`config.mk`:
```
export PLATFORM = sky130hd
export DESIGN_NAME = dds_stream_monitor_flat
export DESIGN_NICKNAME = d
export VERILOG_FILES = /design/src/rtl/dds_stream_monitor_if.sv /design/src/rtl/dds_stream_monitor.sv /design/src/flat_wrapper.sv
export SDC_FILE = /design/constraint.sdc
export NUM_CORES = 1
export LEC_CHECK = 0
export CORE_ASPECT_RATIO = 0.9
export CORE_UTILIZATION = 47
export CTS_BUF_LIST = sky130_fd_sc_hd__clkbuf_4 sky130_fd_sc_hd__clkbuf_8
export DETAILED_ROUTE_END_ITERATION = 6
export DONT_BUFFER_PORTS = 1
export GPL_ROUTABILITY_DRIVEN = 0
export SYNTH_ARGS = -nofsm -noshare
export SYNTH_HDL_FRONTEND = slang
export SYNTH_SLANG_ARGS = --single-unit
```
`constraint.sdc`:
```
create_clock -name clk -period 5.44 [get_ports clk]
set_input_delay 0.816 -clock clk [delete_from_list [all_inputs] [get_ports clk]]
set_output_delay 0.816 -clock clk [all_outputs]
set_load 0.1 [all_outputs]
```
`src/rtl/dds_stream_monitor_if.sv`:
```
// rtl/dds_stream_monitor_if.sv - sample stream and window report bundle for dds_stream_monitor
interface dds_stream_monitor_if #(
    parameter int DATA_W = 16,
    parameter int CNT_W  = 16
);
    logic signed [DATA_W-1:0] s_data;
    logic                     s_valid;
    logic                     s_ready;
    logic [CNT_W-1:0]         m_crossings;
    logic signed [DATA_W-1:0] m_max;
    logic signed [DATA_W-1:0] m_min;
    logic signed [DATA_W-1:0] m_mean;
    logic                     m_valid;
    logic                     m_ready;

    modport slave (
        input  s_data, s_valid, m_ready,
        output s_ready, m_crossings, m_max, m_min, m_mean, m_valid
    );

    modport master (
        output s_data, s_valid, m_ready,
        input  s_ready, m_crossings, m_max, m_min, m_mean, m_valid
    );
endinterface

```
`src/rtl/dds_stream_monitor.sv`:
```
// rtl/dds_stream_monitor.sv - per-window zero-crossing / max / min monitor for the DDS sample stream
// Optional window mean enabled by defining DDS_MON_MEAN_EN.
module dds_stream_monitor #(
    parameter int DATA_W  = 16,
    parameter int WIN_LEN = 4096,
    parameter int CNT_W   = 16
) (
    input  logic                 clk,
    input  logic                 reset,
    dds_stream_monitor_if.slave  mon
);
    localparam int LOG2_WIN = $clog2(WIN_LEN);
    localparam int SCNT_W   = LOG2_WIN + 1;
    localparam logic [SCNT_W-1:0] LAST_IDX = SCNT_W'(WIN_LEN - 1);

    typedef enum logic {
        ACCUM  = 1'b0,
        REPORT = 1'b1
    } state_t;

    state_t                   state_q;
    logic [SCNT_W-1:0]        samp_cnt_q;
    logic                     first_q;
    logic signed [DATA_W-1:0] prev_q;
    logic signed [DATA_W-1:0] max_q;
    logic signed [DATA_W-1:0] min_q;
    logic [CNT_W-1:0]         cross_q;

    logic signed [DATA_W-1:0] max_d;
    logic signed [DATA_W-1:0] min_d;
    logic [CNT_W-1:0]         cross_d;

    logic [CNT_W-1:0]         m_cross_q;
    logic signed [DATA_W-1:0] m_max_q;
    logic signed [DATA_W-1:0] m_min_q;
    logic                     m_valid_q;

    logic s_ready;
    logic accept;
    logic win_last;

    assign s_ready  = (state_q == ACCUM) && !reset;
    assign accept   = mon.s_valid && s_ready;
    assign win_last = (samp_cnt_q == LAST_IDX);

    // Running statistics including the sample on the input this cycle.
    always_comb begin
        max_d   = max_q;
        min_d   = min_q;
        cross_d = cross_q;
        if (!first_q) begin
            max_d = mon.s_data;
            min_d = mon.s_data;
        end else begin
            if (mon.s_data > max_q) begin
                max_d = mon.s_data;
            end
            if (mon.s_data < min_q) begin
                min_d = mon.s_data;
            end
            if (prev_q[DATA_W-1] && !mon.s_data[DATA_W-1] && (cross_q != {CNT_W{1'b1}})) begin
                cross_d = cross_q + CNT_W'(1);
            end
        end
    end

    always_ff @(posedge clk) begin
        if (reset) begin
            state_q    <= ACCUM;
            samp_cnt_q <= '0;
            first_q    <= 1'b0;
            prev_q     <= '0;
            max_q      <= '0;
            min_q      <= '0;
            cross_q    <= '0;
            m_cross_q  <= '0;
            m_max_q    <= '0;
            m_min_q    <= '0;
            m_valid_q  <= 1'b0;
        end else begin
            case (state_q)
                ACCUM: begin
                    if (accept) begin
                        if (win_last) begin
                            m_cross_q  <= cross_d;
                            m_max_q    <= max_d;
                            m_min_q    <= min_d;
                            m_valid_q  <= 1'b1;
                            state_q    <= REPORT;
                            samp_cnt_q <= '0;
                            first_q    <= 1'b0;
                            prev_q     <= '0;
                            max_q      <= '0;
                            min_q      <= '0;
                            cross_q    <= '0;
                        end else begin
                            samp_cnt_q <= samp_cnt_q + SCNT_W'(1);
                            first_q    <= 1'b1;
                            prev_q     <= mon.s_data;
                            max_q      <= max_d;
                            min_q      <= min_d;
                            cross_q    <= cross_d;
                        end
                    end
                end
                REPORT: begin
                    if (mon.m_ready) begin
                        m_valid_q <= 1'b0;
                        state_q   <= ACCUM;
                    end
                end
                default: begin
                    state_q <= ACCUM;
                end
            endcase
        end
    end

`ifdef DDS_MON_MEAN_EN
    localparam int SUM_W = DATA_W + LOG2_WIN;

    logic signed [SUM_W-1:0]  sum_q;
    logic signed [SUM_W-1:0]  sum_d;
    logic signed [SUM_W-1:0]  mean_full;
    logic signed [DATA_W-1:0] m_mean_q;

    assign sum_d     = sum_q + {{LOG2_WIN{mon.s_data[DATA_W-1]}}, mon.s_data};
    assign mean_full = sum_d >>> LOG2_WIN;

    always_ff @(posedge clk) begin
        if (reset) begin
            sum_q    <= '0;
            m_mean_q <= '0;
        end else if ((state_q == ACCUM) && accept) begin
            if (win_last) begin
                sum_q    <= '0;
                m_mean_q <= mean_full[DATA_W-1:0];
            end else begin
                sum_q    <= sum_d;
            end
        end
    end

    assign mon.m_mean = m_mean_q;
`else
    assign mon.m_mean = '0;
`endif

    assign mon.s_ready     = s_ready;
    assign mon.m_crossings = m_cross_q;
    assign mon.m_max       = m_max_q;
    assign mon.m_min       = m_min_q;
    assign mon.m_valid     = m_valid_q;
endmodule

```
`src/flat_wrapper.sv`:
```
// flat-port wrapper written by rule: the top's interface ports become plain ports
module dds_stream_monitor_flat 
#(
    parameter int DATA_W  = 16,
    parameter int WIN_LEN = 4096,
    parameter int CNT_W   = 16
)
  (clk, reset, mon_s_data, mon_s_valid, mon_m_ready, mon_s_ready, mon_m_crossings, mon_m_max, mon_m_min, mon_m_mean, mon_m_valid);
  dds_stream_monitor_if #(.DATA_W(DATA_W), .CNT_W(CNT_W)) mon_i ();
  input  logic clk;
  input  logic reset;
  input wire logic [$bits(mon_i.s_data)-1:0] mon_s_data;
  input wire logic [$bits(mon_i.s_valid)-1:0] mon_s_valid;
  input wire logic [$bits(mon_i.m_ready)-1:0] mon_m_ready;
  output wire logic [$bits(mon_i.s_ready)-1:0] mon_s_ready;
  output wire logic [$bits(mon_i.m_crossings)-1:0] mon_m_crossings;
  output wire logic [$bits(mon_i.m_max)-1:0] mon_m_max;
  output wire logic [$bits(mon_i.m_min)-1:0] mon_m_min;
  output wire logic [$bits(mon_i.m_mean)-1:0] mon_m_mean;
  output wire logic [$bits(mon_i.m_valid)-1:0] mon_m_valid;
  assign mon_i.s_data = mon_s_data;
  assign mon_i.s_valid = mon_s_valid;
  assign mon_i.m_ready = mon_m_ready;
  assign mon_s_ready = mon_i.s_ready;
  assign mon_m_crossings = mon_i.m_crossings;
  assign mon_m_max = mon_i.m_max;
  assign mon_m_min = mon_i.m_min;
  assign mon_m_mean = mon_i.m_mean;
  assign mon_m_valid = mon_i.m_valid;
  dds_stream_monitor #(.DATA_W(DATA_W), .WIN_LEN(WIN_LEN), .CNT_W(CNT_W)) u_core (.clk(clk), .reset(reset), .mon(mon_i));
endmodule
```
# [Word level (Yosys, flattened, before mapping)]
# Cells that the tools add are included.
# W data, S select, Z words.
[classes] order_cmp=2 add_sub_neg=2 eq_ne=5 n_bitwise=1 reduce_logical=9 n_mux=20
[op_table] op="$mux W16" count=10
[op_table] op="$add A16 B1 Y16 const B" count=1
[op_table] op="$gt A16 B16 Y1" count=1
[op_table] op="$lt A16 B16 Y1" count=1
[op_table] op="$ne A16 B16 Y1 const B" count=1
[op_table] op="$add A13 B1 Y13 const B" count=1
[op_table] op="$eq A13 B12 Y1 const B" count=1
[op_table] op="$mux W13" count=1
[op_table] op="$mux W1" count=7
[op_table] op="$reduce_and A3 Y1" count=2
[op_table] op="$logic_and A1 B1 Y1" count=4
[op_table] op="$ne A2 B1 Y1 const B" count=2
[op_table] op="$pmux W1 S2" count=2
[op_table] op="$logic_not A1 Y1" count=2
[op_table] op="$ne A2 B2 Y1 const B" count=1
[op_table] op="$reduce_and A2 Y1" count=1
[op_table] op="$not A1 Y1" count=1
[totals] ff_bits=128 inputBits=20

# [Logic depth before layout (Yosys ltp)]
# Gate-level depths: netlist of run 1.
[depth] word_depth=6 depth_mapped=10 ltp_nobuf=8

# [Least setup slack after synthesis of run 1]
# Ideal clock, no wire load.
[synth_path] kind="input to register" startpoint="input port reset" endpoint="register u_core.cross_q[10]" setup_ns=0.091 setup_slack_ns=1.861 cell_stages=6 t_arrival_ns=3.488 cell_sequence="nor2_1 nand2_1 a21oi_1 clkbuf_1 o21ai_0 a311oi_1"
[synth_between] elab_chain_cells=4
[synth_rtl] element="start: declaration" line_no="flat_wrapper.sv:11" text="input logic reset;"
[synth_rtl] element="$logic_not A1 Y1" line_no="dds_stream_monitor.sv:42" text="assign s_ready = (state_q == ACCUM) && !reset;"
[synth_rtl] element="$logic_and A1 B1 Y1" line_no="dds_stream_monitor.sv:42"
[synth_rtl] element="$logic_and A1 B1 Y1" line_no="dds_stream_monitor.sv:43" text="assign accept = mon.s_valid && s_ready;"
[synth_rtl] element="$reduce_and A2 Y1 (no line)"
[synth_rtl] element="end signal: assignment" line_no="dds_stream_monitor.sv:102" text="cross_q <= cross_d;"
[synth_rtl] element="end: declaration" line_no="dds_stream_monitor.sv:27" text="logic [CNT_W-1:0] cross_q;"
# Several ways; a longest one is shown, not always the timed one.
# A chain may end at the register's enable or synchronous reset.

# [Final worst setup path of run 1]
[layout_path] startpoint="register u_core.max_q[13]" endpoint="register u_core.max_q[14]"
[layout_between] elab_chain_cells=4
[layout_rtl] element="start: declaration" line_no="dds_stream_monitor.sv:25" text="logic signed [DATA_W-1:0] max_q;"
[layout_rtl] element="start signal: assignment" line_no="dds_stream_monitor.sv:100" text="max_q <= max_d;"
[layout_rtl] element="$gt A16 B16 Y1" line_no="dds_stream_monitor.sv:55" text="if (mon.s_data > max_q) begin"
[layout_rtl] element="$mux W16" line_no="dds_stream_monitor.sv:55"
[layout_rtl] element="$mux W16" line_no="dds_stream_monitor.sv:51" text="if (!first_q) begin"
[layout_rtl] element="$mux W16" line_no="dds_stream_monitor.sv:84" text="if (win_last) begin"
# No other way between the ends.

==> results_dict.tcl, run 1 <==
set metrics [dict create \
    status "completed" \
    tns_ps 0 \
    antenna_found_initial 0 \
    p_sw_mw 0.507 \
    clk_latency_ps 450 \
    drive_gt1_share_pct 7.70 \
    rsz0062_at_grt "no" \
    drtAntennaViolNets 0 \
    wl_met2_um 5980 \
    maxClockFrequency_mhz 280 \
    worstSetupPathType "reg2reg" \
    hold_viol_final 0 \
    seq_area_frac_synth_pct 39.6 \
    fin_hold_ws_ps 436 \
    period_minus_slack_ps 3570 \
    synth_seq_cells 113 \
    clkTransAtPathRegs_ps 70 \
    final_cells 805 \
    cts-root-buf "clkbuf_8" \
    final_common_cell "dfxtp_1" \
    slowest_delay_ps 890 \
    cp.arrival_ps 3960 \
    grt_pass1_wl_um 23500 \
    cts_setup_buffers 0 \
    maxCapViolCount 0 \
    met1_length_um 6960 \
    seq_power_share_pct 45.4 \
    wl_um 14300 \
    dp_hpwl_um 9630 \
    ctsHtreeMaxLevel 4 \
    drc 0 \
    die_x_um 118 \
    p_comb_share_pct 10.6 \
    vias_per_cell 5.93 \
    p_int_mw 1.40 \
    routedWlPerCell_um 17.7 \
    rows 37 \
    worst-path-stages 8 \
    fin_skew_ps 8.52 \
    ys.flop_type "dfxtp_1" \
    reg2reg_depth 8 \
    cts_tree "done" \
    grt_max_degree 50 \
    drtPass1Iterations 5 \
    dp_worst_setup_slack_ps 1540 \
    cp-start-kind "flop" \
    wl_met3_um 1120 \
    syn-mean-instance-area_sq_um 8.74 \
    grt_usage_pct 24.1 \
    top_layer "met4" \
    io_pins 86 \
    start_util_pct 49.1 \
    crit_path_end_kind "flop" \
    synth_edf_count 0 \
    cts_buffers 17 \
    synth_area_sq_um 5710 \
    hp-class "in2reg" \
    p_clk_share_pct 44.0 \
    worstHoldPathCells 1 \
    cp_top_family "simple AND/OR/NAND/NOR gates" \
    diodes 0 \
    tightest_slew_ps 1130 \
    path_buf_inv 1 \
    required_ps 5830 \
    path_max_fanout 19 \
    yosysWarningCount 0 \
    fp.dieH_um 107 \
    cts.sinks 113 \
    post-place-cells 774 \
    slowest_stage "and4_1" \
    power_density_nw_per_um2 311 \
    routed-via-count 4773 \
    fin_nets 690 \
    finalSetupViolCount 0 \
    timing.final.ws_setup_ps 1870 \
    path_cells "inv_1, ha_1, nand4_1, nor4_1, and4_1, nor3_1, o32ai_4, a32o_1" \
    cts_resized 0 \
    syn-instance-count 653 \
    switching_share_pct 26.6 \
    port_buffers 0 \
    areaGrowthSynthToFinish_pct 7.47 \
    cts_hold_buf 0 \
    gr-total-overflow 0 \
    layout_common_cells "dfxtp_1 (113), nand2_1 (75), o211ai_1 (43), nor2_1 (38), o21ai_0 (35)" \
    yosysUniqueCellTypes 57 \
    dieArea_sq_um 12600 \
    core_sq_um 11600 \
    relSlewSlack_pct 24.3 \
    p_leak_nw 2.17 \
    first_global_vias 4552 \
    cts_max_path_buffers 2 \
    ir_worst_vdd_v 0.000170 \
    post-route-period-util_pct 65.7 \
    postLayoutCoreUtil_pct 52.8 \
    async_reset_ff_share_pct 0 \
    final_max_slew_viol_count 0 \
    drt_iter0_markers 457 \
]
cells in the mapped netlist (all sizes together), types with 18 or more instances:
cell type  number  area (sq um)
nand3          23           115
o211ai         43           323
nand4          28           175
buf            27           195
dfxtp         113          2260
nand2          75           282
inv            33           124
a22o           18           158
o21ai          35           175
ha             33           413
clkbuf         28           106
nor2           41           156
a21oi          26           141
flip-flops by register name, summed over array words and instances, names as in the netlist:
signal,flops
u_core.mon.m_min,16
u_core.prev_q,1
u_core.samp_cnt_q,13
u_core.first_q,1
u_core.mon.m_crossings,16
u_core.max_q,16
u_core.min_q,16
u_core.mon.m_valid,1
u_core.mon.m_max,16
u_core.cross_q,16
u_core.state_q,1
final cells by class:
class	instances	area, sq um
Clock buffer	21	289
Clock inverter	10	133
Tap cell	156	195
Timing Repair Buffer	5	37.5
Inverter	33	124
Multi-Input combinational cell	467	3090
Fill cell	1107	5490
Sequential cell	113	2260
per-layer routing:
| layer | vias to the layer above | track usage, % |
|---|---|---|
| li1 | 2324 | - |
| met1 | 2274 | 33.8 |
| met2 | 157 | 34.3 |
| met3 | 18 | 7.08 |
| met4 | 0 | 9.62 |
| met5 | - | 0 |
power groups by stage:
stage,sequential (mW),clock [mW],combinational (mW)
finish,0.866,0.840,0.202
global route,0.868,0.892,0.224
CTS,0.865,0.862,0.201
detailed placement,0.883,0,0.200
global placement,0.882,0,0.195
floorplan,0.879,0,0.179
final timing paths:
kind,from,end,slack (ps)
worst max register to register,u_core.max_q[13],u_core.max_q[14],1870
worst min-delay path,reset,u_core.samp_cnt_q[6],440
worst max-delay path,u_core.max_q[13],u_core.max_q[14],1870
worst min register to register,u_core.max_q[7],u_core.max_q[7],500
metrics by stage:
stage          area (sq um)  total power, mW
5_1_grt                6130             1.98
2_1_floorplan          5760             1.06
3_5_place_dp           5710             1.08
6_report               6130             1.91
4_1_cts                6130             1.93
3_3_place_gp           5710             1.08
kinds of logic (layout without fill, tap and decap cells):
kind of cell	Yosys count	after routing	synth area share, %
xor gates and xnor gates	24	24	3.68
and+or+nand+nor	222	222	19.7
adders and majority gates	33	33	7.23
buffers and inverters	88	69	7.45
AOI/OAI and AO/OA	171	171	22.1
DFF	113	113	39.6
muxes	1	1	0.175
other	1	16	0.0657
No activity file was read; power rests on OpenSTA's default activity.
==> inputs of run 2 (changes only) <==
clock period = 3.7 ns   (was 5.44 ns; I/O delays follow)
==> results_dict.tcl, run 2 (synthesis results as in run 1) <==
set metrics [dict create \
    status "completed" \
    cp.arrival_ps 3270 \
    hp-class "in2reg" \
    power_density_nw_per_um2 436 \
    grt_pass1_wl_um 23400 \
    ir_worst_vdd_v 0.000262 \
    seq_power_share_pct 47.6 \
    cp_top_family "simple AND/OR/NAND/NOR gates" \
    start_util_pct 49.1 \
    maxCapViolCount 0 \
    regArea_sq_um 2260 \
    worstSetupPathType "reg2reg" \
    path_buf_inv 1 \
    gr-total-overflow 0 \
    die_x_um 118 \
    cts_buffers 17 \
    required_ps 4080 \
    p_leak_nw 2.20 \
    post-place-cells 779 \
    cts_max_path_buffers 2 \
    maxClockFrequency_mhz 346 \
    cts_resized 0 \
    first_global_vias 4548 \
    cts_hold_buf 0 \
    rows 37 \
    p_int_mw 1.96 \
    grt_usage_pct 23.9 \
    routed-via-count 4763 \
    path_max_fanout 17 \
    core_sq_um 11600 \
    tns_ps 0 \
    dieArea_sq_um 12600 \
    period_minus_slack_ps 2890 \
    switching_share_pct 26.7 \
    p_clk_share_pct 41.3 \
    cp-start-kind "flop" \
    port_buffers 0 \
    fill_cells 1118 \
    drtPass1Iterations 5 \
    io_pins 86 \
    fin_nets 695 \
    ctsHtreeMaxLevel 4 \
    multi_input_area_sq_um 3090 \
    diodes 0 \
    antenna_found_initial 0 \
    hold_viol_final 0 \
    drive_gt1_share_pct 8.55 \
    post-route-period-util_pct 78.1 \
    p_comb_share_pct 11.1 \
    finalSetupViolCount 0 \
    crit_path_end_kind "flop" \
    layout_common_cells "dfxtp_1 (113), nand2_1 (75), o211ai_1 (43), nor2_1 (38), o21ai_0 (35)" \
    routedWlPerCell_um 17.4 \
    drc 0 \
    cts.sinks 113 \
    areaGrowthSynthToFinish_pct 7.52 \
    cts_setup_buffers 0 \
    slowest_stage "nor2_2" \
    cts_tree "done" \
    final_common_cell "dfxtp_1" \
    rsz0062_at_grt "no" \
    drtAntennaViolNets 0 \
    clk_latency_ps 450 \
    relSlewSlack_pct 30.3 \
    p_sw_mw 0.714 \
    slowest_delay_ps 630 \
    clkTransAtPathRegs_ps 70 \
    final_cells 811 \
    dp_hpwl_um 9800 \
    cts-root-buf "clkbuf_8" \
    tightest_slew_ps 1040 \
    grt_max_degree 50 \
    drt_iter0_markers 349 \
    fin_skew_ps 10.5 \
    path_cells "inv_1, ha_1, nand4_1, nor4_1, a21bo_2, o211a_1, nor2_2, a32o_1" \
    vias_per_cell 5.87 \
    wl_um 14100 \
    fp.dieH_um 107 \
    final_max_slew_viol_count 0 \
]
-- run 2: final cells by class --
cell class,instances,share of cell area (%)
tap,156,3.18
clock buffer,28,5.97
timing repair buffer,10,1.22
clock inverter,4,0.326
inverter,33,2.02
multi-input combinational,467,50.4
sequential,113,36.9
-- run 2: path summary, 6_finish.rpt --
path	start	to	slack (ps)	cells after the start
setup / recovery	u_core.max_q[11]	u_core.max_q[2]	810	8
hold / removal	reset	u_core.cross_q[6]	180	1
setup reg to reg	u_core.max_q[11]	u_core.max_q[2]	810	8
hold reg to reg	u_core.max_q[8]	u_core.max_q[8]	500	1
-- run 2: layer usage --
| layer | share of wire [%] | vias to the layer above | GRT usage (%) |
|---|---|---|---|
| met2 | 42 | 154 | 34.2 |
| met1 | 50 | 2265 | 33.5 |
| li1 | - | 2335 | - |
| met3 | 6.9 | 9 | 7.46 |
| met5 | 0 | - | 0 |
| met4 | 0.80 | 0 | 8.06 |
-- run 2: power groups by stage --
stage	clock network, mW	registers, mW	logic, mW
floorplan	0	1.29	0.263
global placement	0	1.30	0.292
detailed placement	0	1.30	0.297
CTS	1.14	1.27	0.298
global route	1.18	1.28	0.330
finish	1.10	1.27	0.298
-- run 2: metrics by stage --
stage          cell area, sq um  worst slack, ps  hold WS [ps]  util, %  power (mW)
2_1_floorplan              5760              382           460        -        1.55
3_3_place_gp               5750              760           475     49.5        1.59
3_5_place_dp               5750              657           480     49.5        1.60
4_1_cts                    6140              793           142     52.8        2.71
5_1_grt                    6140              531           149     52.8        2.79
6_report                   6140              809           181     52.8        2.67
==> inputs of run 3 (changes only) <==
ABC_AREA = 1   (was not set)
clock period = 2.5 ns   (was 3.7 ns; I/O delays follow)
==> results_dict.tcl, run 3 <==
set metrics [dict create \
    synth_most_common_cell "nand2_1" \
    async_reset_ff_share_pct 0 \
    reg2reg_from "u_core.min_q[15]" \
    seq_area_frac_synth_pct 38.7 \
    fin_skew_ps 9.95 \
    hp-class "in2reg" \
    areaGrowthSynthToFinish_pct 16.5 \
    maxCapViolCount 0 \
    ys.flop_type "dfxtp_1" \
    required_ps 2860 \
    relSlewSlack_pct 35.4 \
    drtAntennaViolNets 0 \
    timing.rr.end "u_core.min_q[1]" \
    post-route-period-util_pct 91.6 \
    cts-root-buf "clkbuf_8" \
    fp.dieH_um 108 \
    yosysTopAreaCell "dfxtp_1" \
    final_area_sq_um 6810 \
    drc 0 \
    hold_viol_final 0 \
    first_global_vias 5096 \
    drt_iter0_markers 344 \
    rrSetupSlack_ps 210 \
    dieArea_sq_um 12900 \
    finalSetupViolCount 0 \
    cts.sinks 113 \
    ctsHtreeMaxLevel 4 \
    dp_worst_setup_slack_ps 294 \
    cts_max_path_buffers 2 \
    routed-via-count 5444 \
    rsz0062_at_grt "no" \
    io_pins 86 \
    cts_hold_buf 1 \
    grt_usage_pct 23.3 \
    clkTransAtPathRegs_ps 70 \
    period_minus_slack_ps 2290 \
    cts_resized 0 \
    synth_top_area_share_pct 38.7 \
    drtPass1Iterations 5 \
    grt_max_degree 57 \
    drive_gt1_share_pct 12.3 \
    min_from "mon_m_ready" \
    p_leak_nw 3.09 \
    crit_path_end_kind "flop" \
    final_common_cell "nand2_1" \
    diodes 0 \
    wl_um 14200 \
    yosysUniqueCellTypes 35 \
    gr-total-overflow 0 \
    vias_per_cell 5.16 \
    syn-mean-instance-area_sq_um 7.00 \
    start_util_pct 48.4 \
    routedWlPerCell_um 13.5 \
    tns_ps 0 \
    reg2reg_depth 12 \
    timing.final.ws_setup_ps 210 \
    yosys-top-cells-area "dfxtp_1 (39%), nand2_1 (16%), nand3_1 (9.3%), ha_1 (7.1%), inv_1 (5.8%)" \
    ir_worst_vdd_v 0.000648 \
    synth_common_cells "nand2_1 (247), dfxtp_1 (113), nand3_1 (108)" \
    tightest_slew_ps 968 \
    grt_pass1_wl_um 23800 \
    maxClockFrequency_mhz 437 \
    fin_nets 936 \
    fill_cells 1175 \
    placement.cell_area_sq_um 6310 \
    synth_area_sq_um 5840 \
    antenna_found_initial 0 \
    clk_latency_ps 440 \
    holdPathEnd "u_core.state_q" \
    path_max_fanout 10 \
    final_max_slew_viol_count 0 \
    core_sq_um 12100 \
    worstHoldPathCells 1 \
    cp.arrival_ps 2650 \
    syn-instance-count 835 \
    dp_hpwl_um 9890 \
    rows 38 \
    layout_common_cells "nand2_1 (247), dfxtp_1 (113), nand3_1 (108), inv_1 (91), buf_4 (62)" \
    worstSetupPathType "reg2reg" \
    die_x_um 120 \
    port_buffers 0 \
    synth_seq_cells 113 \
    cp-start-kind "flop" \
    synth_edf_count 0 \
    cts_setup_buffers 0 \
    power_density_nw_per_um2 647 \
    cts_buffers 17 \
    status "completed" \
    cts_tree "done" \
    yosysWarningCount 0 \
]
-- run 3: changes by cell type in the layout (fill, tap and decap cells not counted), sizes merged, moves of 7 or more --
| cell | before | now |
|---|---|---|
| a32o | 16 | 1 |
| clkbuf | 28 | 21 |
| a21oi | 26 | 61 |
| nand3 | 23 | 108 |
| inv | 33 | 97 |
| and2 | 8 | 0 |
| nand2 | 75 | 250 |
| xnor2 | 11 | 4 |
| nand3b | 16 | 0 |
| a22o | 18 | 5 |
| buf | 10 | 64 |
| o211ai | 43 | 0 |
| o21ai | 35 | 12 |
-- run 3: kinds of logic (layout without fill, tap and decap cells) --
group | Yosys count | count (layout) | share of synthesized area (%)
simple gates | 438 | 438 | 32.8
buf+inv | 148 | 193 | 11.0
flops | 113 | 113 | 38.7
compound gates | 89 | 89 | 8.40
fa+ha+maj | 33 | 33 | 7.07
xor+xnor | 13 | 13 | 1.95
other cells | 1 | 16 | 0.0642
-- run 3: worst max path at each step --
stage,from,to,slack [ps],cells after the start
after floorplan,reset,u_core.mon.m_min[10],180,16
after global placement,mon_s_data[5],u_core.min_q[2],390,13
after detailed placement,mon_s_data[9],u_core.min_q[1],290,13
after CTS,u_core.min_q[15],u_core.min_q[1],240,12
after global routing,u_core.min_q[15],u_core.min_q[14],30,12
final,u_core.min_q[15],u_core.min_q[1],210,12
-- run 3: report_power, final --
| group | internal (mW) | total [mW] | leakage, nW | switching [mW] |
|---|---|---|---|---|
| clock | 1.28 | 2.03 | 0.234 | 0.748 |
| sequential | 1.83 | 1.85 | 0.914 | 0.0177 |
| combinational | 0.143 | 0.523 | 1.95 | 0.380 |
| total | 3.26 | 4.40 | 3.09 | 1.15 |
-- run 3: metrics by stage --
| step | hold slack, ps | util (%) | power (mW) | std cells |
|---|---|---|---|---|
| floorplan | 432 | - | 2.32 | 850 |
| global placement | 440 | 52.2 | 2.37 | 1023 |
| detailed placement | 444 | 52.2 | 2.39 | 1023 |
| CTS | 23.4 | 56.4 | 4.44 | 1055 |
| global route | 33.7 | 56.4 | 4.57 | 1055 |
| finish | 46.4 | 56.4 | 4.40 | 1055 |
-- run 3: final cells by class --
| type | count | area, sq um | share of cell area (%) |
|---|---|---|---|
| flip-flops and latches | 113 | 2260 | 33.2 |
| well taps | 160 | 200 | 2.94 |
| repair buffers | 64 | 513 | 7.54 |
| inverters | 98 | 369 | 5.42 |
| clock inverters | 10 | 180 | 2.65 |
| clock buffers | 21 | 289 | 4.25 |
| multi-input cells | 589 | 2990 | 44.0 |
-- run 3: critical path, stage by stage, from the launching register on --
cell     delay [ps]
dfxtp_1         340
inv_1            70
ha_1            350
a21oi_1         150
o21ai_0         110
nor2_1          170
nand2_1          70
nand2_1         260
nand3_1         160
buf_4           200
nand2_1         100
nand3_1          90
a21oi_1         150
-- run 3: metal layers --
layer  share of wire, %  up-vias  GRT usage (%)
met4                1.3        0           7.77
li1                   -     2768              -
met2                 47      146           38.4
met5                  0        -              0
met1                 46     2511           29.2
met3                6.0       19           6.73
